==> src/rtl/vend_ctrl_multi_if.sv <==
// rtl/vend_ctrl_multi_if.sv - front-panel / dispenser / display bus of the vending controller
// Ports (signals):
//   coin[2:0], sel[N_PROD-1:0], cancel, restock, vend_ack   panel/dispenser -> controller
//   vend[N_PROD-1:0], change_nickel, coin_reject, denied,
//   credit[CW-1:0], price_disp[CW-1:0], sold_out[N_PROD-1:0],
//   busy                                                    controller -> dispenser/display
// Modports: master = panel/dispenser side, slave = controller side.
`timescale 1ns/1ps
interface vend_ctrl_multi_if #(
  parameter int N_PROD = 4,
  parameter int CW     = 4
);
  logic [2:0]        coin;
  logic [N_PROD-1:0] sel;
  logic              cancel;
  logic              restock;
  logic              vend_ack;
  logic [N_PROD-1:0] vend;
  logic              change_nickel;
  logic              coin_reject;
  logic              denied;
  logic [CW-1:0]     credit;
  logic [CW-1:0]     price_disp;
  logic [N_PROD-1:0] sold_out;
  logic              busy;

  modport master (
    output coin, sel, cancel, restock, vend_ack,
    input  vend, change_nickel, coin_reject, denied, credit, price_disp, sold_out, busy
  );

  modport slave (
    input  coin, sel, cancel, restock, vend_ack,
    output vend, change_nickel, coin_reject, denied, credit, price_disp, sold_out, busy
  );
endinterface

==> src/rtl/vend_ctrl_multi.sv <==
// rtl/vend_ctrl_multi.sv - parametrised multi-product vending controller
// Ports:
//   clk    in   system clock, rising edge
//   clr_n  in   asynchronous active-low reset
//   bus    vend_ctrl_multi_if.slave
//            in : coin (5c/10c/25c pulses), sel (lowest index wins), cancel, restock, vend_ack
//            out: vend (one-hot, held until ack), change_nickel, coin_reject, denied,
//                 credit, price_disp, sold_out, busy
`timescale 1ns/1ps
module vend_ctrl_multi #(
  parameter int                   N_PROD     = 4,
  parameter int                   CW         = 4,
  parameter int                   CREDIT_MAX = 7,
  parameter logic [N_PROD*CW-1:0] PRICES     = {4'd6, 4'd5, 4'd4, 4'd3},
  parameter int                   SW         = 4,
  parameter int                   STOCK_INIT = 2
) (
  input  logic             clk,
  input  logic             clr_n,
  vend_ctrl_multi_if.slave bus
);
  localparam int IW = (N_PROD > 1) ? $clog2(N_PROD) : 1;

  typedef enum logic [1:0] {S_IDLE, S_VEND, S_CHANGE} state_t;

  state_t                     r_state,       w_state_nxt;
  logic [CW-1:0]              r_credit,      w_credit_nxt;
  logic [N_PROD-1:0][SW-1:0]  r_stock,       w_stock_nxt;
  logic [N_PROD-1:0]          r_vend,        w_vend_nxt;
  logic [CW-1:0]              r_price,       w_price_nxt;
  logic                       r_change,      w_change_nxt;
  logic                       r_reject,      w_reject_nxt;
  logic                       r_denied,      w_denied_nxt;
  logic                       r_busy,        w_busy_nxt;

  logic                       w_sel_any;
  logic [IW-1:0]              w_sel_idx;
  logic [CW-1:0]              w_sel_price;
  logic                       w_coin_one;
  logic [CW:0]                w_coin_val;
  logic [CW:0]                w_coin_sum;
  logic                       w_coin_take;
  logic [N_PROD-1:0]          w_sold_out;

  // Lowest set selection bit wins: scan downwards so the last hit is the lowest.
  always_comb begin
    w_sel_idx = '0;
    for (int i = N_PROD - 1; i >= 0; i--) begin
      if (bus.sel[i]) w_sel_idx = IW'(i);
    end
  end

  assign w_sel_any   = |bus.sel;
  assign w_sel_price = PRICES[w_sel_idx*CW +: CW];

  assign w_coin_one = (bus.coin == 3'b001) || (bus.coin == 3'b010) || (bus.coin == 3'b100);

  always_comb begin
    w_coin_val = '0;
    case (bus.coin)
      3'b001:  w_coin_val = (CW+1)'(1);
      3'b010:  w_coin_val = (CW+1)'(2);
      3'b100:  w_coin_val = (CW+1)'(5);
      default: w_coin_val = '0;
    endcase
  end

  // One extra bit so an overflowing sum is still compared correctly against the ceiling.
  assign w_coin_sum = {1'b0, r_credit} + w_coin_val;

  always_comb begin
    w_sold_out = '0;
    for (int i = 0; i < N_PROD; i++) begin
      w_sold_out[i] = (r_stock[i] == '0);
    end
  end

  always_comb begin
    w_state_nxt  = r_state;
    w_credit_nxt = r_credit;
    w_stock_nxt  = r_stock;
    w_vend_nxt   = r_vend;
    w_price_nxt  = r_price;
    w_change_nxt = 1'b0;
    w_denied_nxt = 1'b0;
    w_coin_take  = 1'b0;

    case (r_state)
      S_IDLE: begin
        if (bus.cancel) begin
          // Entering CHANGE pays the first nickel on the same edge.
          if (r_credit != '0) begin
            w_state_nxt  = S_CHANGE;
            w_credit_nxt = r_credit - CW'(1);
            w_change_nxt = 1'b1;
          end
        end else if (w_sel_any) begin
          w_price_nxt = w_sel_price;
          if ((r_credit >= w_sel_price) && (r_stock[w_sel_idx] != '0)) begin
            w_credit_nxt            = r_credit - w_sel_price;
            w_stock_nxt[w_sel_idx]  = r_stock[w_sel_idx] - SW'(1);
            w_vend_nxt              = '0;
            w_vend_nxt[w_sel_idx]   = 1'b1;
            w_state_nxt             = S_VEND;
          end else begin
            w_denied_nxt = 1'b1;
          end
        end else if (w_coin_one && (w_coin_sum <= (CW+1)'(CREDIT_MAX))) begin
          w_credit_nxt = w_coin_sum[CW-1:0];
          w_coin_take  = 1'b1;
        end

        // Restock never collides with a stock decrement: it needs sel idle.
        if (bus.restock && !w_sel_any) begin
          for (int i = 0; i < N_PROD; i++) begin
            w_stock_nxt[i] = SW'(STOCK_INIT);
          end
        end
      end

      S_VEND: begin
        if (bus.vend_ack) begin
          w_vend_nxt = '0;
          if (r_credit != '0) begin
            w_state_nxt  = S_CHANGE;
            w_credit_nxt = r_credit - CW'(1);
            w_change_nxt = 1'b1;
          end else begin
            w_state_nxt = S_IDLE;
          end
        end
      end

      S_CHANGE: begin
        if (r_credit != '0) begin
          w_credit_nxt = r_credit - CW'(1);
          w_change_nxt = 1'b1;
        end else begin
          w_state_nxt = S_IDLE;
        end
      end

      default: begin
        w_state_nxt = S_IDLE;
      end
    endcase

    // Every coin pulse that was not credited goes back out the return chute.
    w_reject_nxt = (bus.coin != 3'b000) && !w_coin_take;
    w_busy_nxt   = (w_state_nxt != S_IDLE);
  end

  always_ff @(posedge clk or negedge clr_n) begin
    if (!clr_n) begin
      r_state  <= S_IDLE;
      r_credit <= '0;
      for (int i = 0; i < N_PROD; i++) begin
        r_stock[i] <= SW'(STOCK_INIT);
      end
      r_vend   <= '0;
      r_price  <= '0;
      r_change <= 1'b0;
      r_reject <= 1'b0;
      r_denied <= 1'b0;
      r_busy   <= 1'b0;
    end else begin
      r_state  <= w_state_nxt;
      r_credit <= w_credit_nxt;
      r_stock  <= w_stock_nxt;
      r_vend   <= w_vend_nxt;
      r_price  <= w_price_nxt;
      r_change <= w_change_nxt;
      r_reject <= w_reject_nxt;
      r_denied <= w_denied_nxt;
      r_busy   <= w_busy_nxt;
    end
  end

  assign bus.vend          = r_vend;
  assign bus.change_nickel = r_change;
  assign bus.coin_reject   = r_reject;
  assign bus.denied        = r_denied;
  assign bus.credit        = r_credit;
  assign bus.price_disp    = r_price;
  assign bus.sold_out      = w_sold_out;
  assign bus.busy          = r_busy;
endmodule

==> src/flat_wrapper.sv <==
// flat-port wrapper written by rule: the top's interface ports become plain ports
module vend_ctrl_multi_flat 
#(
  parameter int                   N_PROD     = 4,
  parameter int                   CW         = 4,
  parameter int                   CREDIT_MAX = 7,
  parameter logic [N_PROD*CW-1:0] PRICES     = {4'd6, 4'd5, 4'd4, 4'd3},
  parameter int                   SW         = 4,
  parameter int                   STOCK_INIT = 2
)
  (clk, clr_n, bus_coin, bus_sel, bus_cancel, bus_restock, bus_vend_ack, bus_vend, bus_change_nickel, bus_coin_reject, bus_denied, bus_credit, bus_price_disp, bus_sold_out, bus_busy);
  vend_ctrl_multi_if #(.N_PROD(N_PROD), .CW(CW)) bus_i ();
  input  logic clk;
  input  logic clr_n;
  input wire logic [$bits(bus_i.coin)-1:0] bus_coin;
  input wire logic [$bits(bus_i.sel)-1:0] bus_sel;
  input wire logic [$bits(bus_i.cancel)-1:0] bus_cancel;
  input wire logic [$bits(bus_i.restock)-1:0] bus_restock;
  input wire logic [$bits(bus_i.vend_ack)-1:0] bus_vend_ack;
  output wire logic [$bits(bus_i.vend)-1:0] bus_vend;
  output wire logic [$bits(bus_i.change_nickel)-1:0] bus_change_nickel;
  output wire logic [$bits(bus_i.coin_reject)-1:0] bus_coin_reject;
  output wire logic [$bits(bus_i.denied)-1:0] bus_denied;
  output wire logic [$bits(bus_i.credit)-1:0] bus_credit;
  output wire logic [$bits(bus_i.price_disp)-1:0] bus_price_disp;
  output wire logic [$bits(bus_i.sold_out)-1:0] bus_sold_out;
  output wire logic [$bits(bus_i.busy)-1:0] bus_busy;
  assign bus_i.coin = bus_coin;
  assign bus_i.sel = bus_sel;
  assign bus_i.cancel = bus_cancel;
  assign bus_i.restock = bus_restock;
  assign bus_i.vend_ack = bus_vend_ack;
  assign bus_vend = bus_i.vend;
  assign bus_change_nickel = bus_i.change_nickel;
  assign bus_coin_reject = bus_i.coin_reject;
  assign bus_denied = bus_i.denied;
  assign bus_credit = bus_i.credit;
  assign bus_price_disp = bus_i.price_disp;
  assign bus_sold_out = bus_i.sold_out;
  assign bus_busy = bus_i.busy;
  vend_ctrl_multi #(.N_PROD(N_PROD), .CW(CW), .CREDIT_MAX(CREDIT_MAX), .PRICES(PRICES), .SW(SW), .STOCK_INIT(STOCK_INIT)) u_core (.clk(clk), .clr_n(clr_n), .bus(bus_i));
endmodule
==> config.mk <==
export PLATFORM = sky130hd
export DESIGN_NAME = vend_ctrl_multi_flat
export DESIGN_NICKNAME = d
export VERILOG_FILES = /design/src/rtl/vend_ctrl_multi_if.sv /design/src/rtl/vend_ctrl_multi.sv /design/src/flat_wrapper.sv
export SDC_FILE = /design/constraint.sdc
export NUM_CORES = 1
export LEC_CHECK = 0
export CORE_ASPECT_RATIO = 0.5
export CORE_MARGIN = 2
export CORE_UTILIZATION = 57
export CTS_BUF_LIST = sky130_fd_sc_hd__clkbuf_8
export CTS_CLUSTER_SIZE = 10
export DETAILED_ROUTE_END_ITERATION = 6
export PLACE_DENSITY = 0.85
export SETUP_SLACK_MARGIN = 0.5
export SLEW_MARGIN = 25
export SYNTH_ARGS = -nofsm -noshare
export SYNTH_HDL_FRONTEND = slang
export SYNTH_SLANG_ARGS = --single-unit
==> constraint.sdc <==
create_clock -name clk -period 2.7 [get_ports clk]
set_input_delay 0.54 -clock clk [delete_from_list [all_inputs] [get_ports clk]]
set_output_delay 0.54 -clock clk [all_outputs]
set_load 0.005 [all_outputs]
# Word level (Yosys, flattened, before mapping)

Cells that the tools add are included.

Register bits after elaboration: 34

Add/subtract/negate cells: 4
$lt $le $gt $ge: 4
Equality and inequality tests: 12
Shift-type cells: 1
Muxes and demuxes: 48
Bitwise operators: 1
Reduce and logical (&&, ||, !) cells: 27

Operator list:

| cell                                                                         | number |
|---|---|
| 16-bit two-way mux                                                           | 4 |
| 4-bit two-way mux                                                            | 12 |
| 2-bit two-way mux                                                            | 11 |
| 16-bit bitwise mux                                                           | 1 |
| 4-bit zero test                                                              | 4 |
| 16-bit by 5-bit indexed part select with 4-bit output (first input constant) | 1 |
| 1-bit two-way mux                                                            | 12 |
| 4-bit case mux with 3 select lines                                           | 1 |
| 3-bit case mux with 3 select lines                                           | 1 |
| 4-bit binary-select mux with 2-bit select                                    | 1 |
| 4-bit demux with 2-bit select                                                | 1 |
| 4-bit case mux with 2 select lines                                           | 1 |
| 4-bit AND reduction                                                          | 2 |
| 2-bit nonzero test                                                           | 4 |
| 4-bit nonzero test                                                           | 2 |
| 4-bit by 1-bit subtractor with 4-bit output (second input constant)          | 2 |
| 2-bit by 1-bit != test with 1-bit output (second input constant)             | 3 |
| 2-bit case mux with 3 select lines                                           | 1 |
| 3-bit nonzero test                                                           | 2 |
| 4-bit by 3-bit adder with 5-bit output                                       | 1 |
| 5-bit by 3-bit <= comparator with 1-bit output (second input constant)       | 1 |
| 1-bit logical AND                                                            | 5 |
| 5-bit AND reduction                                                          | 1 |
| 4-bit greater-or-equal comparator                                            | 1 |
| 19 further kinds                                                             | 22 |

# Logic depth before layout (Yosys ltp)

Gate-level depths: netlist of the first run.

Depth in word-level cells: 13
Gate-level depth with buffers: 14
Gate-level depth less buffers: 12

# Worst setup path after synthesis of the first run

No wires, ideal clock.

Path type: input-to-reg
Start point: input port bus_sel[2]
End point: register u_core.r_stock[1] (netlist bit)
Setup time: 76 ps
Arrival time: 3,128 ps
Path slack: -505 ps
Cell stages on the path: 12
Buffers on the path: 2
Cell sequence: buf_2 -> o21ai_0 -> inv_1 -> ha_1 -> ha_1 -> a21bo_2 -> a211oi_1 -> nor2_1 -> a21boi_1 -> buf_6 -> and2_4 -> a22oi_2

Word-level cells in the longest chain between the ends: 12
Elaborated cells between the ends (all ways): 27
Classes of those cells: add/sub (1); order compare (3); eq/ne (1); shift (1); mux (12); reduce/logical (9)

RTL lines:

| item                                                                                                 | line                   | source |
|---|---|---|
| from (decl)                                                                                          | flat_wrapper.sv:16     | `input wire logic [$bits(bus_i.sel)-1:0] bus_sel;` |
| parallel branches: the longest is 12 deep, another holds 4-bit by 1-bit subtractor with 4-bit output | -                      |  |
| to (signal, indexed assignment)                                                                      | vend_ctrl_multi.sv:158 | `r_stock[i] <= SW'(STOCK_INIT);` |
| to (signal assigned)                                                                                 | vend_ctrl_multi.sv:169 | `r_stock <= w_stock_nxt;` |
| to (decl)                                                                                            | vend_ctrl_multi.sv:28  | `logic [N_PROD-1:0][SW-1:0] r_stock, w_stock_nxt;` |

Parallel ways; which one is timed is not known. The select of a mux whose other input is x is not followed.
A chain may end at the register's enable or synchronous reset.

# Worst setup path in the final report of the first run

Start point: input port bus_sel[1]
End point: register u_core.r_stock[7] (netlist bit)

Elaborated cells between the ends (all ways): 26
Classes of those cells: add/sub (1); order compare (3); eq/ne (1); shift (1); mux (11); reduce/logical (9)

RTL lines:

| item                                                  | line                  | source |
|---|---|---|
| 2-bit two-way mux (2 in series)                       | vend_ctrl_multi.sv:49 | `if (bus.sel[i]) w_sel_idx = IW'(i);` |
| 16-bit by 5-bit indexed part select with 4-bit output | vend_ctrl_multi.sv:54 | `assign w_sel_price = PRICES[w_sel_idx*CW +: CW];` |
| named net u_core.w_sel_price[0]                       | vend_ctrl_multi.sv:38 | `logic [CW-1:0] w_sel_price;` |
| 4-bit greater-or-equal comparator                     | vend_ctrl_multi.sv:99 | `if ((r_credit >= w_sel_price) && (r_stock[w_sel_idx] != '0)) begin` |
| 1-bit logical AND                                     | vend_ctrl_multi.sv:99 |  |
| 2-bit nonzero test (no line)                          | -                     |  |
| 4-bit AND reduction (no line)                         | -                     |  |

The timed path passes the listed nets, and every way through them passes these cells. The select of a mux whose other input is x is not followed.

==> impl_table.tex, run 1 <==
\begin{tabular}{lr}
\hline
Metric & Value \\
\hline
\multicolumn{2}{l}{\textbf{Worst setup path}} \\
CP endpoint kind & flop \\
CP max stage cell & sky130\_fd\_sc\_hd\_\_fa\_2 \\
Crit path buf inv count & 5 \\
Number of logic stages on the critical path including buffering & 14 \\
Req. time, crit path & 2880 ps \\
Type of origin of the critical path & input port \\
Number of cell instances on the worst register-to-register path & 10 \\
Biggest cell delay along the critical path & 370 ps \\
Critical path arrival & 2940 ps \\
Type of the worst setup path & input port to flop \\
Crit path cell chain & buf\_8 > buf\_6 > o21bai\_4 > inv\_2 > ha\_4 > inv\_2 > fa\_2 > a21bo\_4 > a211oi\_4 > nor2\_2 > a21boi\_4 > buf\_6 > a21oi\_1 > a31o\_1 \\
Cell family with the largest share of critical-path delay & compound AO/OA/AOI/OAI gates \\
Highest net fanout along the worst path & 6 \\
\multicolumn{2}{l}{\textbf{STA}} \\
Top achievable clock speed & 361.9 MHz \\
Max-Slew Margin vs Limit & 0.6141 \\
Final max-slew violation count & 0 \\
Worst hold margin & 523.9 ps \\
Setup violation total in the final timing report & 11 \\
Worst Max-Slew Pin Slew & 574.1 ps \\
Final Hold Viols & 0 \\
Total negative setup slack & -249.7 ps \\
Worst Setup Slack, final & -62.97 ps \\
Final clock skew & 8.225 ps \\
RSZ-0062 raised after global routing & yes \\
Fin crit period & 2763 ps \\
Period utilization & 1.023 \\
\multicolumn{2}{l}{\textbf{Logic synthesis}} \\
Share of synthesized cell area in and, or, nand and nor gates & 0.1712 \\
Synth Register Bits & 33 \\
Compound-Gate Fraction of Synth Area & 0.2798 \\
Cell count after synthesis & 247 \\
Portion of the post-synthesis area used by sequential elements & 0.3553 \\
Mux share of post-synthesis cell area & 0.009631 \\
Synth warnings & 0 \\
Post-synthesis adder-cell area fraction & 0.1134 \\
Number of synthesized flops with an enable pin & 0 \\
XOR/XNOR share of the synthesized area & 0.02247 \\
Largest family of logic cells by synthesized area & compound AO/OA/AOI/OAI gates \\
Combined area of all synthesized cells & 2338 sq um \\
Share of synthesized registers carrying an async set or reset & 1.000 \\
Count of distinct cell types in the synthesized netlist & 58 \\
Post-synthesis average cell area & 9.468 sq um \\
Top flip-flop cell by instance count after synthesis & sky130\_fd\_sc\_hd\_\_dfrtp\_1 \\
Post-Synthesis Net Count & 279 \\
\multicolumn{2}{l}{\textbf{Global routing}} \\
Via count of the first global-routing pass & 2868 \\
Gr ovfl total & 0 \\
Largest net degree at the start of global routing & 34 \\
Number of antenna violations at the first check in global routing & 0 \\
GRT Overall Usage & 0.4306 \\
First-pass GRT wire length & 14910 microns \\
\multicolumn{2}{l}{\textbf{Clocking}} \\
Number of buffers created by CTS & 5 \\
Clk sinks & 33 \\
Root Driver & sky130\_fd\_sc\_hd\_\_clkbuf\_8 \\
\# H-tree levels & 2 \\
Clock-pin transition on the worst setup and hold timing paths & 70 ps \\
Quantity of hold-fixing buffers added after cts & 0 \\
Clock network latency to the later pin of the worst-skew pair & 300 ps \\
CTS tree & yes \\
Clk buf depth & 2 \\
\multicolumn{2}{l}{\textbf{Place}} \\
Total instance count after detailed placement & 375 \\
Port-buffer cells & 30 \\
Placer congestion estimate & 0.9472 \\
Detailed Place HPWL & 5069 microns \\
\multicolumn{2}{l}{\textbf{Floorplan}} \\
Die Y & 49.29 microns \\
Horizontal die dimension & 94.58 microns \\
Initial core utilization & 0.5960 \\
Ports placed on the boundary & 32 \\
DIE AREA & 4662 sq um \\
Std cell rows & 16 \\
Core Region & 3924 sq um \\
\multicolumn{2}{l}{\textbf{Power and ir drop}} \\
Total power divided by cell area & 1110 nW/um\^{}2 \\
Static Leak & 1.610 nW \\
Highest ir drop seen on vdd & 752.8 uV \\
\multicolumn{2}{l}{\textbf{Run status}} \\
Violated checks & setup timing \\
Result of the run & complete, but fails checks \\
\multicolumn{2}{l}{\textbf{Routing}} \\
Average wire per standard cell & 24.33 microns \\
Number of nets with antenna violations after routing & 0 \\
Post-DR vias/cell & 7.144 \\
Number of remaining DRC errors & 0 \\
Length of the first detailed-routing pass in iterations & 6 \\
Detailed-route via count & 2836 \\
Iteration-0 DRC Markers & 264 \\
Final wirelength & 9658 microns \\
\multicolumn{2}{l}{\textbf{Finish}} \\
Footprint of the flip-flops and latches & 830.8 sq um \\
Fraction of final layout cells sized beyond drive strength 1 & 0.3819 \\
Combined area of the multi-input logic cells & 1642 sq um \\
Utilization after layout & 0.9034 \\
Layout area overhead & 51.58\% \\
Number of nets in the layout & 374 \\
Antenna diode count & 0 \\
Finished Layout Cells & 397 \\
Fill cell total of the finished layout & 150 \\
\multicolumn{2}{l}{\textbf{Worst hold path}} \\
Cells on Worst Hold Path & 2 \\
Hold Crit Class & flop to flop \\
\multicolumn{2}{l}{\textbf{Flow run}} \\
Number of max-capacitance violations reported & 0 \\
\hline
\end{tabular}
==> Yosys cell counts (all sizes together) (3+ instances only) <==
library cell	count	area [sq um]
dfrtp	29	725.7
dfstp	4	105.1
clkbuf	3	11.26
and2	4	27.53
buf	6	37.53
a31oi	3	18.77
o21ai	16	80.08
a22o	10	87.58
a32oi	5	43.79
o21bai	3	26.27
nor2b	6	45.04
nor2	18	67.56
a32o	7	70.07
inv	16	60.06
a211oi	4	30.03
a21oi	14	70.07
xnor2	5	43.79
ha	18	225.2
nor3	6	30.03
o211ai	3	22.52
nor4	5	37.53
nand2	17	63.81
or3b	3	26.28
nor3b	7	57.55
a31o	4	35.04
==> what timing repair did <==
action                                  4_1_cts  5_1_grt
endpoints found under the setup margin       29       30
buffers inserted                             13        1
pin swaps                                     9        9
resized for setup                            51       13
==> registers in the layout (all words and copies together), names as in the netlist <==
signal,flops
u_core.r_stock,16
u_core.bus.price_disp,3
u_core.bus.vend,4
u_core.bus.change_nickel,1
u_core.bus.denied,1
u_core.bus.coin_reject,1
u_core.bus.busy,1
u_core.bus.credit,4
u_core.r_state,2
==> kinds of logic after synthesis <==
family,after synthesis
muxes,1
AOI/OAI and AO/OA,88
buffers and inverters,25
xor gates and xnor gates,6
other,1
adders and majority gates,20
and+or+nand+nor,73
DFF,33
==> worst register-to-register path, cell delays in order, from the launching register on <==
cell and delay [ps]:
sky130_fd_sc_hd__dfrtp_1 440, sky130_fd_sc_hd__inv_1 140, sky130_fd_sc_hd__ha_2 240, sky130_fd_sc_hd__fa_2 360, sky130_fd_sc_hd__a21bo_4 210, sky130_fd_sc_hd__a211oi_4 70, sky130_fd_sc_hd__nor2_2 150, sky130_fd_sc_hd__a21boi_4 280
sky130_fd_sc_hd__buf_6 180, sky130_fd_sc_hd__a21oi_1 100, sky130_fd_sc_hd__a31o_1 230
==> metal layers <==
layer  up-vias  part of all wire  track usage  wire (microns)
met5         -                 0            0               0
met4         0             0.074       0.2826             716
met3        95              0.13       0.1391            1224
met2       281              0.45       0.6738            4343
met1      1350              0.35       0.5114            3374
li1       1110                 -            -               -
==> stage by stage <==
| step | power (mW) | cell area (sq um) | worst slack, ps |
|---|---|---|---|
| detailed placement | 2.860 | 3154 | -706.4 |
| CTS | 3.546 | 3482 | 111.7 |
| finish | 3.934 | 3545 | -62.97 |
| floorplan | 2.038 | 2452 | -15.28 |
| global route | 4.063 | 3545 | -89.54 |
| global placement | 2.763 | 3154 | -568.6 |
==> path summary, 6_finish.rpt <==
check | from | to | slack [ps]
max in group asynchronous | clr_n | u_core.r_stock[1]$_DFFE_PN1P_ | 1700
min in group asynchronous | clr_n | u_core.r_stock[11]$_DFFE_PN0P_ | 660
worst max-delay path | bus_sel[1] | u_core.r_stock[7]$_DFFE_PN0P_ | -60
worst min register to register | u_core.bus.price_disp[0]$_DFFE_PN0P_ | u_core.bus.price_disp[0]$_DFFE_PN0P_ | 520
worst max register to register | u_core.bus.credit[0]$_DFFE_PN0P_ | u_core.r_stock[7]$_DFFE_PN0P_ | 200
worst min-delay path | u_core.bus.price_disp[0]$_DFFE_PN0P_ | u_core.bus.price_disp[0]$_DFFE_PN0P_ | 520
==> area by class of cell <==
| class | instances | area share |
|---|---|---|
| multi-input combinational | 189 | 0.4631 |
| sequential | 33 | 0.2344 |
| timing repair buffer | 97 | 0.2337 |
| clock buffer | 6 | 0.02330 |
| tap | 54 | 0.01906 |
| inverter | 16 | 0.01694 |
| clock inverter | 2 | 0.009531 |
==> power breakdown <==
group	total, mW	internal, mW	switching (mW)
Clock	0.497	0.297	0.199
Combinational	2.45	1.19	1.26
Sequential	0.986	0.732	0.254
==> cells in the final DEF (no fill, tap or decap), types with 3 or more instances in the layout <==
master	instances
sky130_fd_sc_hd__buf_4	61
sky130_fd_sc_hd__dfrtp_1	29
sky130_fd_sc_hd__clkdlybuf4s50_1	23
sky130_fd_sc_hd__nor2_1	15
sky130_fd_sc_hd__nand2_1	14
sky130_fd_sc_hd__ha_1	14
sky130_fd_sc_hd__inv_1	12
sky130_fd_sc_hd__a21oi_1	11
sky130_fd_sc_hd__a22o_1	10
sky130_fd_sc_hd__o21ai_0	8
sky130_fd_sc_hd__buf_6	8
sky130_fd_sc_hd__a32o_1	7
sky130_fd_sc_hd__nor3b_1	6
sky130_fd_sc_hd__clkbuf_8	6
sky130_fd_sc_hd__xnor2_1	5
sky130_fd_sc_hd__inv_2	5
sky130_fd_sc_hd__nor2b_1	5
sky130_fd_sc_hd__a32oi_1	5
sky130_fd_sc_hd__o21ai_1	4
sky130_fd_sc_hd__dfstp_2	4
sky130_fd_sc_hd__or3b_1	3
sky130_fd_sc_hd__nor4_2	3
sky130_fd_sc_hd__a21oi_2	3
sky130_fd_sc_hd__nor3_1	3
sky130_fd_sc_hd__o211ai_1	3
sky130_fd_sc_hd__a31o_1	3
(Power assumes the default switching activity.)
==> inputs of run 2 (changes only) <==
--- a/config.mk
+++ b/config.mk
@@ -17,3 +17,4 @@
 export SYNTH_ARGS = -nofsm -noshare
 export SYNTH_HDL_FRONTEND = slang
 export SYNTH_SLANG_ARGS = --single-unit
+export TNS_END_PERCENT = 5
==> run 2 against run 1 <==
Net effect: the run still ends with setup timing left; cell count fell by 2.5%; die area did not move; non-clock buffer count fell by 10; fmax fell by 3.8%; wire length fell by 2.8%; sequential power fell by 2%; power fell by 2.9%; register-to-register slack got worse by 30 ps; count of clock-buffer cells in the layout did not move; critical path depth fell by 1; first-iteration DRC count rose by 46%; highest routed layer unchanged.
==> impl_table.tex, run 2 (synthesis gave the netlist of run 1 again) <==
\begin{tabular}{lr}
\hline
Metric & Value \\
\hline
\multicolumn{2}{l}{\textbf{Run status}} \\
Result of the run & complete, but fails checks \\
Violated checks & setup timing \\
\multicolumn{2}{l}{\textbf{STA}} \\
Final max-slew violation count & 0 \\
Setup violation total in the final timing report & 24 \\
Max-Slew Margin vs Limit & 0.5989 \\
Top achievable clock speed & 348.0 MHz \\
Worst Max-Slew Pin Slew & 599.0 ps \\
Worst hold margin & 508.3 ps \\
Worst Setup Slack, final & -173.3 ps \\
Final clock skew & 6.944 ps \\
Period utilization & 1.064 \\
Final Hold Viols & 0 \\
Fin crit period & 2873 ps \\
RSZ-0062 raised after global routing & yes \\
Total negative setup slack & -1749 ps \\
\multicolumn{2}{l}{\textbf{Power and ir drop}} \\
Internal power component & 2.176 mW \\
Net Switching & 1.644 mW \\
Highest ir drop seen on vdd & 593.0 uV \\
Overall power of the completed layout & 3.821 mW \\
Total power divided by cell area & 1121 nW/um\^{}2 \\
Portion of total power attributed to sequential cells & 0.254 \\
Static Leak & 1.545 nW \\
Proportion of power drawn by combinational gates & 0.612 \\
Share of total power consumed by net switching & 0.4304 \\
Clk network pwr share & 0.134 \\
\multicolumn{2}{l}{\textbf{Worst setup path}} \\
Type of origin of the critical path & input port \\
Req. time, crit path & 2930 ps \\
Critical path arrival & 3110 ps \\
Type of the worst setup path & input port to flop \\
CP endpoint kind & flop \\
Highest net fanout along the worst path & 4 \\
\multicolumn{2}{l}{\textbf{Floorplan}} \\
Initial core utilization & 0.5960 \\
Horizontal die dimension & 94.58 microns \\
Core Region & 3924 sq um \\
DIE AREA & 4662 sq um \\
Ports placed on the boundary & 32 \\
Std cell rows & 16 \\
Die Y & 49.29 microns \\
\multicolumn{2}{l}{\textbf{Finish}} \\
Reg with most FFs & u\_core.r\_stock \\
Commonest cells after routing, fill and taps aside & sky130\_fd\_sc\_hd\_\_buf\_4, sky130\_fd\_sc\_hd\_\_dfrtp\_1, sky130\_fd\_sc\_hd\_\_clkdlybuf4s50\_1 \\
Fraction of final layout cells sized beyond drive strength 1 & 0.3483 \\
Layout area overhead & 45.75\% \\
Antenna diode count & 0 \\
Max reg flops & 16 \\
Number of nets in the layout & 364 \\
Fill cell total of the finished layout & 180 \\
Leading cell type in the layout, fill and taps excluded & sky130\_fd\_sc\_hd\_\_buf\_4 \\
Final instance area & 3408 sq um \\
\multicolumn{2}{l}{\textbf{Global routing}} \\
Via count of the first global-routing pass & 2642 \\
Largest net degree at the start of global routing & 34 \\
Number of antenna violations at the first check in global routing & 1 \\
Gr ovfl total & 0 \\
First-pass GRT wire length & 13130 microns \\
GRT Overall Usage & 0.3681 \\
\multicolumn{2}{l}{\textbf{Clocking}} \\
Clk sinks & 33 \\
Clock-pin transition on the worst setup and hold timing paths & 70 ps \\
Clock network latency to the later pin of the worst-skew pair & 300 ps \\
Clk buf depth & 2 \\
Root Driver & sky130\_fd\_sc\_hd\_\_clkbuf\_8 \\
CTS tree & yes \\
\# H-tree levels & 2 \\
Number of buffers created by CTS & 5 \\
\multicolumn{2}{l}{\textbf{Routing}} \\
Length of the first detailed-routing pass in iterations & 5 \\
Final wirelength & 9384 microns \\
Post-DR vias/cell & 7.243 \\
Detailed-route via count & 2803 \\
Number of nets with antenna violations after routing & 0 \\
Average wire per standard cell & 24.25 microns \\
Iteration-0 DRC Markers & 385 \\
Number of remaining DRC errors & 0 \\
\multicolumn{2}{l}{\textbf{Worst hold path}} \\
Hold Crit Class & flop to flop \\
\multicolumn{2}{l}{\textbf{Place}} \\
Place WS & -705.8 ps \\
Detailed Place HPWL & 5008 microns \\
DP Area & 3137 sq um \\
Port-buffer cells & 30 \\
Placer congestion estimate & 0.9366 \\
\multicolumn{2}{l}{\textbf{Flow run}} \\
Number of max-capacitance violations reported & 0 \\
\hline
\end{tabular}
[run 2: cell count changes in the layout (fill, tap and decap cells not counted), sizes merged]
cell           delta
clkdlybuf4s50     +1
dlygate4sd2       -2
dlymetal6s2s      +1
buf              -10
[run 2: final timing paths]
check / from / end / slack, ps / depth (start not counted)
setup / recovery: bus_sel[3] / u_core.r_stock[3]$_DFFE_PN0P_ / -170 / 13
hold / removal: u_core.r_stock[1]$_DFFE_PN1P_ / u_core.r_stock[1]$_DFFE_PN1P_ / 510 / 2
setup reg to reg: u_core.bus.credit[0]$_DFFE_PN0P_ / u_core.bus.vend[2]$_DFFE_PN0P_ / 170 / 10
hold reg to reg: u_core.r_stock[1]$_DFFE_PN1P_ / u_core.r_stock[1]$_DFFE_PN1P_ / 510 / 2
max in group asynchronous: clr_n / u_core.r_stock[1]$_DFFE_PN1P_ / 1690 / 2
min in group asynchronous: clr_n / u_core.r_stock[15]$_DFFE_PN0P_ / 660 / 2
[run 2: what timing repair did]
action,4_1_cts,5_1_grt
gates cloned,0,1
pin swaps,10,16
setup buffers,2,2
endpoints found under the setup margin,29,30
resized for setup,29,23
hold buffers,0,0
[run 2: cell type report]
cell class | instances | area [sq um] | area share
clock inverters | 2 | 33.78 | 0.009912
multi-input cells | 189 | 1592 | 0.4670
clock buffers | 6 | 82.58 | 0.02423
flip-flops and latches | 33 | 830.8 | 0.2438
inverters | 16 | 60.06 | 0.01762
repair buffers | 87 | 742.0 | 0.2177
well taps | 54 | 67.56 | 0.01982
[run 2: metrics by stage]
step,utilization,instances
floorplan,-,247
global placement,0.7994,374
detailed placement,0.7994,374
CTS,0.8422,384
global route,0.8686,387
finish,0.8686,387
[run 2: critical path, cell delays in order]
cell                       delay [ps]
sky130_fd_sc_hd__buf_6             90
sky130_fd_sc_hd__nor2b_4          130
sky130_fd_sc_hd__o21bai_4         220
sky130_fd_sc_hd__mux4_2           550
sky130_fd_sc_hd__inv_2             80
sky130_fd_sc_hd__ha_1             150
sky130_fd_sc_hd__inv_1             60
sky130_fd_sc_hd__a31oi_1          410
sky130_fd_sc_hd__buf_4            230
sky130_fd_sc_hd__a211oi_1          80
sky130_fd_sc_hd__o21ai_1          240
sky130_fd_sc_hd__buf_4            190
sky130_fd_sc_hd__a22o_1           130
[run 2: power by group through the flow]
stage               registers [mW]  logic (mW)  clock network (mW)
CTS                          0.933        2.02               0.493
detailed placement           0.938        1.89                   0
global placement             0.927        1.82                   0
floorplan                    0.904        1.12                   0
finish                       0.971        2.34               0.513
global route                 0.986        2.45               0.533
[run 2: layer usage]
layer	wire length [microns]	global-route usage	vias to the layer above
met5	0	0	-
met4	799	0.1594	0
met3	1277	0.08192	107
met2	4097	0.6036	305
met1	3210	0.4718	1297
li1	-	-	1094
==> inputs of run 3 (changes only) <==
--- a/config.mk
+++ b/config.mk
@@ -7,13 +7,14 @@
 export LEC_CHECK = 0
 export CORE_ASPECT_RATIO = 0.5
 export CORE_MARGIN = 2
-export CORE_UTILIZATION = 57
+export CORE_UTILIZATION = 45
 export CTS_BUF_LIST = sky130_fd_sc_hd__clkbuf_8
 export CTS_CLUSTER_SIZE = 10
 export DETAILED_ROUTE_END_ITERATION = 6
-export PLACE_DENSITY = 0.85
+export PLACE_DENSITY = 0.7
 export SETUP_SLACK_MARGIN = 0.5
-export SLEW_MARGIN = 25
+export SKIP_LAST_GASP = 1
+export SLEW_MARGIN = 10
 export SYNTH_ARGS = -nofsm -noshare
 export SYNTH_HDL_FRONTEND = slang
 export SYNTH_SLANG_ARGS = --single-unit
==> run 3 against run 2 <==
Net effect: the run now ends clean; register-to-register slack improved by 210 ps; core utilization fell by 20 points; clock power fell by 30%; die area rose by 25%; largest cell class unchanged; critical path depth rose by 1; worst hold slack got worse by 22 ps; setup slack improved by 260 ps; non-clock buffer count fell by 5; final area fell by 3.0%; sequential share of layout area rose by 0.76 points.
==> impl_table.tex, run 3 (synthesis gave the netlist of run 1 again) <==
\begin{tabular}{lr}
\hline
Metric & Value \\
\hline
\multicolumn{2}{l}{\textbf{Run status}} \\
Result of the run & completed \\
\multicolumn{2}{l}{\textbf{Clocking}} \\
Clock network latency to the later pin of the worst-skew pair & 290 ps \\
Root Driver & sky130\_fd\_sc\_hd\_\_clkbuf\_8 \\
Clock-pin transition on the worst setup and hold timing paths & 70 ps \\
CTS tree & yes \\
Number of buffers created by CTS & 5 \\
Quantity of hold-fixing buffers added after cts & 0 \\
Clk sinks & 33 \\
\# H-tree levels & 2 \\
Clk buf depth & 2 \\
\multicolumn{2}{l}{\textbf{Worst setup path}} \\
Number of cell instances on the worst register-to-register path & 10 \\
Type of the worst setup path & input port to flop \\
Highest net fanout along the worst path & 5 \\
Cell family with the largest share of critical-path delay & compound AO/OA/AOI/OAI gates \\
Origin of the critical flop-to-flop path & u\_core.bus.credit[0]\$\_DFFE\_PN0P\_ \\
CP endpoint kind & flop \\
Req. time, crit path & 2880 ps \\
CP max stage cell & sky130\_fd\_sc\_hd\_\_fa\_2 \\
Type of origin of the critical path & input port \\
Crit path buf inv count & 5 \\
Critical path arrival & 2800 ps \\
Biggest cell delay along the critical path & 350 ps \\
Worst flop-to-flop path endpoint & u\_core.bus.vend[1]\$\_DFFE\_PN0P\_ \\
Crit path cell chain & buf\_8 > buf\_6 > o21bai\_4 > inv\_2 > ha\_4 > inv\_2 > fa\_2 > a21bo\_4 > a211oi\_4 > buf\_4 > nor3\_4 > o21ai\_2 > a22o\_1 > a22o\_1 \\
Slack of the worst reg-to-reg path & 380 ps \\
\multicolumn{2}{l}{\textbf{Worst hold path}} \\
Cells on Worst Hold Path & 2 \\
Worst hold start & u\_core.bus.price\_disp[0]\$\_DFFE\_PN0P\_ \\
Hold Crit Class & flop to flop \\
Hold endpoint & u\_core.bus.price\_disp[0]\$\_DFFE\_PN0P\_ \\
\multicolumn{2}{l}{\textbf{Finish}} \\
Max reg flops & 16 \\
Reg with most FFs & u\_core.r\_stock \\
Combined area of the multi-input logic cells & 1541 sq um \\
Fill cell total of the finished layout & 403 \\
Commonest cells after routing, fill and taps aside & sky130\_fd\_sc\_hd\_\_buf\_4, sky130\_fd\_sc\_hd\_\_dfrtp\_1, sky130\_fd\_sc\_hd\_\_clkdlybuf4s50\_1 \\
Leading cell type in the layout, fill and taps excluded & sky130\_fd\_sc\_hd\_\_buf\_4 \\
Number of nets in the layout & 359 \\
Footprint of the flip-flops and latches & 830.8 sq um \\
Antenna diode count & 0 \\
Fraction of final layout cells sized beyond drive strength 1 & 0.2997 \\
Utilization after layout & 0.6672 \\
Layout area overhead & 41.36\% \\
\multicolumn{2}{l}{\textbf{Place}} \\
Place WS & -661.2 ps \\
Detailed Place HPWL & 4728 microns \\
Placer congestion estimate & 0.8678 \\
Port-buffer cells & 30 \\
\multicolumn{2}{l}{\textbf{STA}} \\
Worst Max-Slew Pin Slew & 515.8 ps \\
Final clock skew & 7.589 ps \\
Period utilization & 0.9692 \\
Final Hold Viols & 0 \\
Worst Setup Slack, final & 83.29 ps \\
RSZ-0062 raised after global routing & yes \\
Max-Slew Margin vs Limit & 0.6537 \\
Top achievable clock speed & 382.2 MHz \\
Fin crit period & 2617 ps \\
Final max-slew violation count & 0 \\
Setup violation total in the final timing report & 0 \\
\multicolumn{2}{l}{\textbf{Global routing}} \\
Largest net degree at the start of global routing & 34 \\
Gr ovfl total & 0 \\
First-pass GRT wire length & 10420 microns \\
GRT Overall Usage & 0.2364 \\
Via count of the first global-routing pass & 2112 \\
Number of antenna violations at the first check in global routing & 0 \\
\multicolumn{2}{l}{\textbf{Routing}} \\
Length of the first detailed-routing pass in iterations & 4 \\
Post-DR vias/cell & 5.650 \\
Number of nets with antenna violations after routing & 0 \\
Average wire per standard cell & 15.98 microns \\
Detailed-route via count & 2243 \\
Final wirelength & 6345 microns \\
Iteration-0 DRC Markers & 113 \\
Number of remaining DRC errors & 0 \\
\multicolumn{2}{l}{\textbf{Floorplan}} \\
Die Y & 54.98 microns \\
Std cell rows & 18 \\
Core Region & 4955 sq um \\
Initial core utilization & 0.4720 \\
Horizontal die dimension & 105.9 microns \\
DIE AREA & 5824 sq um \\
Ports placed on the boundary & 32 \\
\multicolumn{2}{l}{\textbf{Power and ir drop}} \\
Total power divided by cell area & 1003 nW/um\^{}2 \\
Static Leak & 1.487 nW \\
Highest ir drop seen on vdd & 511.3 uV \\
\multicolumn{2}{l}{\textbf{Flow run}} \\
Number of max-capacitance violations reported & 0 \\
\hline
\end{tabular}
-- run 3: cell types whose count changed in the layout (fill, tap and decap cells not counted), moves of 2 or more --
cell                              before  now
sky130_fd_sc_hd__o21ai_1               4    6
sky130_fd_sc_hd__nand2_2               3    1
sky130_fd_sc_hd__buf_4                52   47
sky130_fd_sc_hd__clkdlybuf4s50_1      24   26
sky130_fd_sc_hd__dlymetal6s2s_1        2    0
-- run 3: area by class of cell --
| class | instances | area share |
|---|---|---|
| clock buffer | 5 | 0.02082 |
| clock inverter | 2 | 0.002650 |
| inverter | 16 | 0.01817 |
| multi-input combinational | 189 | 0.4663 |
| sequential | 33 | 0.2513 |
| tap | 70 | 0.02650 |
| timing repair buffer | 82 | 0.2142 |
-- run 3: stage by stage --
stage               cell area [sq um]  total power, mW  cells  hold slack (ps)  TNS (ps)
detailed placement               3162            2.838    389            472.2    -15770
global route                     3306            3.561    397            498.2         0
CTS                              3289            3.265    397            487.3         0
global placement                 3162            2.785    389            464.5    -14520
finish                           3306            3.316    397            485.9         0
floorplan                        2442            2.028    247            244.4    -84.75
-- run 3: worst max path at each step --
stage          startpoint                             end  slack (ps)  cells past startpoint
6_report       bus_sel[1]  u_core.bus.vend[1]$_DFFE_PN0P_          80                     14
3_5_place_dp   bus_sel[1]  u_core.bus.vend[2]$_DFFE_PN0P_        -660                     14
2_1_floorplan  bus_sel[2]  u_core.r_stock[10]$_DFFE_PN0P_         -20                     14
4_1_cts        bus_sel[1]   u_core.r_stock[8]$_DFFE_PN0P_          60                     14
3_3_place_gp   bus_sel[1]  u_core.bus.vend[1]$_DFFE_PN0P_        -630                     14
5_1_grt        bus_sel[1]  u_core.bus.vend[3]$_DFFE_PN0P_          10                     14
-- run 3: what timing repair did --
item	in CTS	in global routing
buffers inserted	1	0
resized for setup	32	6
endpoints found under the setup margin	28	29
pin swaps	6	2
endpoints found under the hold margin	0	0
-- run 3: layer usage --
metal / vias up / GRT usage / share of wire
met3: 9 / 0.04918 / 0.055
met2: 66 / 0.3978 / 0.45
met5: - / 0 / 0
li1: 1080 / - / -
met1: 1088 / 0.3182 / 0.49
met4: 0 / 0.07018 / 0.011
-- run 3: worst register-to-register path: stages, from the launching register on --
cell,delay [ps]
sky130_fd_sc_hd__dfrtp_1,430
sky130_fd_sc_hd__inv_1,130
sky130_fd_sc_hd__ha_2,210
sky130_fd_sc_hd__fa_2,200
sky130_fd_sc_hd__a21bo_4,230
sky130_fd_sc_hd__a211oi_4,260
sky130_fd_sc_hd__buf_4,190
sky130_fd_sc_hd__nor3_4,40
sky130_fd_sc_hd__o211a_1,160
sky130_fd_sc_hd__a22o_1,190
sky130_fd_sc_hd__a22o_1,170
-- run 3: where the power goes --
group          total [mW]  leakage (nW)  internal [mW]  switching (mW)
clock               0.358        0.0452          0.172           0.186
combinational        2.02          1.03           1.09           0.930
sequential          0.937         0.410          0.732           0.204
